**config.mk**
```make
export PLATFORM = sky130hd
export DESIGN_NAME = dmem_axil_master
export DESIGN_NICKNAME = d
export VERILOG_FILES = /design/src/rtl/params_pkg.sv /design/src/rtl/dmem_axil_master.sv
export SDC_FILE = /design/constraint.sdc
export NUM_CORES = 1
export LEC_CHECK = 0
export CORE_ASPECT_RATIO = 1.2
export CORE_MARGIN = 8
export CORE_UTILIZATION = 40
export CTS_CLUSTER_SIZE = 14
export DETAILED_ROUTE_END_ITERATION = 10
export PLACE_DENSITY = 0.85
export SLEW_MARGIN = 20
export SYNTH_ARGS = -nofsm -noshare
export SYNTH_HDL_FRONTEND = slang
export SYNTH_SLANG_ARGS = --single-unit
```
**constraint.sdc**
```tcl
create_clock -name clk_i -period 2.5 [get_ports clk_i]
set_input_delay 0.25 -clock clk_i [delete_from_list [all_inputs] [get_ports clk_i]]
set_output_delay 0.25 -clock clk_i [all_outputs]
set_load 0.03 [all_outputs]
```
**src/rtl/params_pkg.sv**
```systemverilog
// Shared types and constants for the data-memory AXI4-Lite master.
package params_pkg;

    // Bus master sequencing states.
    typedef enum logic [2:0] {
        IDLE    = 3'd0,
        WR_REQ  = 3'd1,
        WR_RESP = 3'd2,
        RD_REQ  = 3'd3,
        RD_RESP = 3'd4,
        DONE    = 3'd5
    } state_t;

    // AXI4-Lite response code.
    typedef logic [1:0] axil_resp_t;

    localparam axil_resp_t AXIL_RESP_OKAY = 2'b00;

    // Any response other than OKAY is reported to the core as an access error.
    function automatic logic resp_is_err(input axil_resp_t resp);
        return resp != AXIL_RESP_OKAY;
    endfunction

endpackage

```
**src/rtl/dmem_axil_master.sv**
```systemverilog
// Data-memory port bridge: turns one MEM-stage load/store request into a
// single AXI4-Lite read or write transaction and reports completion with a
// one-cycle done pulse. Optional watchdog enabled by DTCORE32_AXIL_TIMEOUT_EN.
module dmem_axil_master
    import params_pkg::*;
#(
    parameter int unsigned TIMEOUT_CYCLES = 256
) (
    input  logic        clk_i,
    input  logic        rst_i,

    input  logic        mem_req_i,
    input  logic        mem_we_i,
    input  logic [31:0] mem_addr_i,
    input  logic [31:0] mem_wdata_i,
    input  logic [3:0]  mem_strb_i,
    output logic        mem_done_o,
    output logic [31:0] mem_rdata_o,
    output logic        mem_err_o,

    output logic [31:0] m_axil_awaddr_o,
    output logic        m_axil_awvalid_o,
    input  logic        m_axil_awready_i,

    output logic [31:0] m_axil_wdata_o,
    output logic [3:0]  m_axil_wstrb_o,
    output logic        m_axil_wvalid_o,
    input  logic        m_axil_wready_i,

    input  logic [1:0]  m_axil_bresp_i,
    input  logic        m_axil_bvalid_i,
    output logic        m_axil_bready_o,

    output logic [31:0] m_axil_araddr_o,
    output logic        m_axil_arvalid_o,
    input  logic        m_axil_arready_i,

    input  logic [31:0] m_axil_rdata_i,
    input  logic [1:0]  m_axil_rresp_i,
    input  logic        m_axil_rvalid_i,
    output logic        m_axil_rready_o
);

    state_t      state_q;
    state_t      state_d;

    logic [31:0] addr_q;
    logic [31:0] wdata_q;
    logic [3:0]  strb_q;
    logic        aw_done_q;
    logic        w_done_q;
    logic [31:0] rdata_q;
    logic        err_q;

    logic        aw_hs;
    logic        w_hs;
    logic        tmo_hit;

    assign aw_hs = m_axil_awvalid_o & m_axil_awready_i;
    assign w_hs  = m_axil_wvalid_o  & m_axil_wready_i;

`ifdef DTCORE32_AXIL_TIMEOUT_EN
    localparam int unsigned TMO_W = $clog2(TIMEOUT_CYCLES + 1);

    logic [TMO_W-1:0] tmo_cnt_q;

    // Watchdog: counts cycles spent in bus states, restarting from zero each
    // time a new access leaves IDLE.
    always_ff @(posedge clk_i) begin
        if (rst_i || state_q == IDLE || state_q == DONE) begin
            tmo_cnt_q <= '0;
        end else begin
            tmo_cnt_q <= tmo_cnt_q + 1'b1;
        end
    end

    // The last permitted bus cycle is the one where the count shows
    // TIMEOUT_CYCLES-1, so DONE is entered exactly TIMEOUT_CYCLES cycles
    // after leaving IDLE.
    assign tmo_hit = (state_q != IDLE) && (state_q != DONE) &&
                     (tmo_cnt_q == TMO_W'(TIMEOUT_CYCLES - 1));
`else
    // Without the watchdog a transaction waits on the bus indefinitely and
    // TIMEOUT_CYCLES has no effect.
    if (TIMEOUT_CYCLES == 0) begin : g_no_timeout
    end

    assign tmo_hit = 1'b0;
`endif

    // State register.
    always_ff @(posedge clk_i) begin
        // NOTE: sequential state uses non-blocking assignments so every
        // register samples pre-edge values, independent of block ordering.
        if (rst_i) begin
            state_q <= IDLE;
        end else begin
            state_q <= state_d;
        end
    end

    // Next-state logic: one access per request, completion always via DONE.
    always_comb begin
        // NOTE: default assignment first so no path leaves state_d unassigned,
        // which would otherwise infer a latch.
        state_d = state_q;
        unique case (state_q)
            IDLE:    if (mem_req_i) state_d = mem_we_i ? WR_REQ : RD_REQ;
            WR_REQ:  if ((aw_done_q || aw_hs) && (w_done_q || w_hs)) state_d = WR_RESP;
            WR_RESP: if (m_axil_bvalid_i) state_d = DONE;
            RD_REQ:  if (m_axil_arready_i) state_d = RD_RESP;
            RD_RESP: if (m_axil_rvalid_i) state_d = DONE;
            DONE:    state_d = IDLE;
            default: state_d = IDLE;
        endcase
        if (tmo_hit) begin
            state_d = DONE;
        end
    end

    // Output decode: valids/readies are pure functions of state and the
    // per-channel completion flags, so they drop the cycle after a handshake.
    always_comb begin
        m_axil_awvalid_o = (state_q == WR_REQ) && !aw_done_q;
        m_axil_wvalid_o  = (state_q == WR_REQ) && !w_done_q;
        m_axil_bready_o  = (state_q == WR_RESP);
        m_axil_arvalid_o = (state_q == RD_REQ);
        m_axil_rready_o  = (state_q == RD_RESP);
        mem_done_o       = (state_q == DONE);
    end

    // Request capture, write-channel bookkeeping and result registers.
    always_ff @(posedge clk_i) begin
        if (rst_i) begin
            addr_q    <= '0;
            wdata_q   <= '0;
            strb_q    <= '0;
            aw_done_q <= 1'b0;
            w_done_q  <= 1'b0;
            rdata_q   <= '0;
            err_q     <= 1'b0;
        end else begin
            if (state_q == IDLE && mem_req_i) begin
                addr_q    <= mem_addr_i;
                wdata_q   <= mem_wdata_i;
                strb_q    <= mem_strb_i;
                aw_done_q <= 1'b0;
                w_done_q  <= 1'b0;
                err_q     <= 1'b0;
            end
            if (state_q == WR_REQ) begin
                if (aw_hs) aw_done_q <= 1'b1;
                if (w_hs)  w_done_q  <= 1'b1;
            end
            if (state_q == WR_RESP && m_axil_bvalid_i) begin
                err_q <= resp_is_err(m_axil_bresp_i);
            end
            if (state_q == RD_RESP && m_axil_rvalid_i && !tmo_hit) begin
                rdata_q <= m_axil_rdata_i;
                err_q   <= resp_is_err(m_axil_rresp_i);
            end
            if (tmo_hit) begin
                err_q <= 1'b1;
            end
        end
    end

    assign mem_rdata_o     = rdata_q;
    assign mem_err_o       = err_q;
    assign m_axil_awaddr_o = addr_q;
    assign m_axil_araddr_o = addr_q;
    assign m_axil_wdata_o  = wdata_q;
    assign m_axil_wstrb_o  = strb_q;

endmodule

```
==> results.yml <==
worst_setup_path:
  cp-endpoint: "m_axil_bready_o"
  crit_fanout: 11
  slowest_delay_ns: 0.74
  reg2reg_slack_ns: 0.71
  critPathArrivalTime_ns: 1.99
  cp-end-kind: "output port"
  rr_worst_depth: 4
  worstReg2RegStart: "state_q[2]$_SDFFE_PP0P_"
  critPathLaunch: "state_q[1]$_SDFFE_PP0P_"
  reg2reg_to: "mem_err_o$_SDFFE_PP0P_"
  crit_slowest_cell: "clkdlybuf4s50_1"
  required_ns: 2.25
  crit_path_cell_trace: "nor3b_2, clkdlybuf4s50_1"
  worstSetupPathType: "reg2out"
  cp-start-kind: "register"
place:
  place_inst: 832
  gp_congestion: 0.767
  port_buffers: 251
  place_ws_ns: 0.646
  dp.final_hpwl_um: 10600
global_route:
  grt_max_degree: 45
  met2_usage_pct: 34.0
  antenna_found_initial: 0
  top_usage_layer: "met2"
  first_global_vias: 4141
  grt_pass1_wl_um: 20900
  grt_util_met1_pct: 18.3
  use_met3_pct: 9.63
  overflow: 0
  grt.total_usage_pct: 19.1
sta:
  drv_slew: 0
  tightestPinTransition_ns: 0.636
  fmax_mhz: 446
  final.setup.tns_ns: 0
  fin_skew_ns: 0.00437
  fin_crit_sh_pct: 89.8
  fin_ws_ns: 0.255
  fin_crit_ns: 2.24
  rsz0062_at_grt: "false"
  setup_violations: 0
  hold_viol_final: 0
  hold_ws_ns: 0.318
  slew_headroom_pct: 57.5
layout:
  nNetsFinal: 830
  layout_common_cells: "clkdlybuf4s50_1 (250), nand2_1 (204), dfxtp_1 (106)"
  stdcell_count: 848
  area_delta_synth_final_pct: 63.9
  drive_gt1_share_pct: 3.88
  post-route-util_pct: 67.1
  diodes: 0
  layout_commonest_cell: "clkdlybuf4s50_1"
  n_fill_cell: 776
clock_network:
  cts.repair.resized: 0
  insertion_delay_ns: 0.34
  clock_sinks: 106
  cts_tree: "built"
  cts_root_buffer: "clkbuf_16"
  path_clk_slew_ns: 0.07
  numCtsBuffers: 9
  cts_setup_buffers: 0
  cts_buffer_depth: 2
  cts-htree-levels: 3
  cts-hold-fix-buffers: 0
synthesis:
  synth_fp_nets: 630
  synthAdderAreaFrac_pct: 0
  ys_types: 31
  muxShareOfSynthArea_pct: 0.275
  syn_area_um2: 4100
  synth_compound_area_share_pct: 14.3
  synth-xor-area-share_pct: 0
  synth-seq-cells: 106
  ys_seq_area_share_pct: 51.8
  synth_warnings: 0
  syn_avg_cell_area_um2: 7.93
  synth_top_family_by_area: "simple AND/OR/NAND/NOR gates"
  synthCells: 517
  yosys.area_share.simple_pct: 22.4
drt:
  drt-total-wl_um: 13700
  drc: 0
  vias: 4115
  ant_nets: 0
  first_pass_iters: 4
  routedWlPerCell_um: 16.2
  detail_route.vias_per_cell: 4.85
  drt_iter0_markers: 174
min_path:
  hold_class: "in2reg"
power_and_ir_drop:
  power-per-cell-area_nw_per_um2: 946
  peakVddDrop_uv: 537
  p_leak_nw: 2.39
floorplanning:
  dieArea_um2: 13800
  die_x_um: 108
  coreArea_um2: 10000
  ioPinCount: 252
  rows: 40
  die_h_um: 127
  start_util_pct: 41.0
outcome:
  status: "complete, no violations"
job:
  cap_violations: 0
metrics by stage:
step                      instance area (um2)  total power, mW
after floorplan                          4100             3.88
after global placement                   6370             4.74
after detailed placement                 6370             4.81
after CTS                                6720             6.42
after global routing                     6720             6.69
final                                    6720             6.36
sequential cells by signal (all words and copies together), names as in the netlist:
signal / flops
aw_done_q: 1
m_axil_araddr_o: 32
m_axil_wdata_o: 32
m_axil_wstrb_o: 4
mem_err_o: 1
mem_rdata_o: 32
state_q: 3
w_done_q: 1
critical path: cells and delay by family (launching register included):
family                 cells  cell delay, ns
buffers and inverters      1            0.74
DFF                        1            0.54
and+or+nand+nor            1            0.37
synth_stat cells (all sizes together):
cell	count	share of area [%]
a2111oi	1	0.21
a211o	2	0.43
a21oi	102	12
a22oi	1	0.18
a311oi	1	0.21
a41oi	1	0.21
and2	2	0.31
and3	1	0.15
and3b	1	0.21
buf	51	9.4
clkbuf	18	1.6
dfxtp	106	52
inv	2	0.18
mux2	1	0.27
nand2	205	19
nand2b	1	0.15
nand3	3	0.37
nand3b	2	0.37
nor2	4	0.37
nor2b	2	0.31
nor3	2	0.24
nor3b	4	1.1
o211ai	1	0.18
o21ai	1	0.12
o21bai	1	0.18
o22ai	1	0.15
worst min-delay path by stage:
stage	from	end	cells after the start
finish	rst_i	m_axil_araddr_o[13]$_SDFFE_PP0P_	2
floorplan	mem_addr_i[0]	m_axil_araddr_o[0]$_SDFFE_PP0P_	2
global placement	mem_rdata_o[18]$_SDFFE_PP0P_	mem_rdata_o[18]$_SDFFE_PP0P_	2
detailed placement	m_axil_wdata_o[25]$_SDFFE_PP0P_	m_axil_wdata_o[25]$_SDFFE_PP0P_	2
global route	rst_i	m_axil_araddr_o[6]$_SDFFE_PP0P_	2
CTS	rst_i	m_axil_araddr_o[7]$_SDFFE_PP0P_	2
area by class of cell:
class	count	area, um2	area share, %
clock buffers	10	229	3.41
clock inverters	6	115	1.71
inverters	2	7.51	0.112
multi-input cells	340	1530	22.7
flip-flops and latches	106	2120	31.6
well taps	126	158	2.35
repair buffers	258	2560	38.1
power breakdown:
group | total, mW | internal (mW) | leakage, nW | switching, mW
sequential | 2.15 | 1.96 | 0.864 | 0.198
clock | 1.60 | 0.983 | 0.163 | 0.614
combinational | 2.61 | 1.03 | 1.37 | 1.57
cells by family (layout without fill, tap and decap cells):
logic type / count (synthesis) / after routing
flops: 106 / 106
simple gates: 227 / 227
mux: 1 / 1
compound gates: 112 / 112
buf+inv: 71 / 276
per-layer routing:
layer  wire length (um)  part of all wire (%)
met4                164                   1.2
met2               6850                    50
met1               4870                    35
met3               1860                    14
met5                  0                     0
No activity file was read; power rests on OpenSTA's default activity.
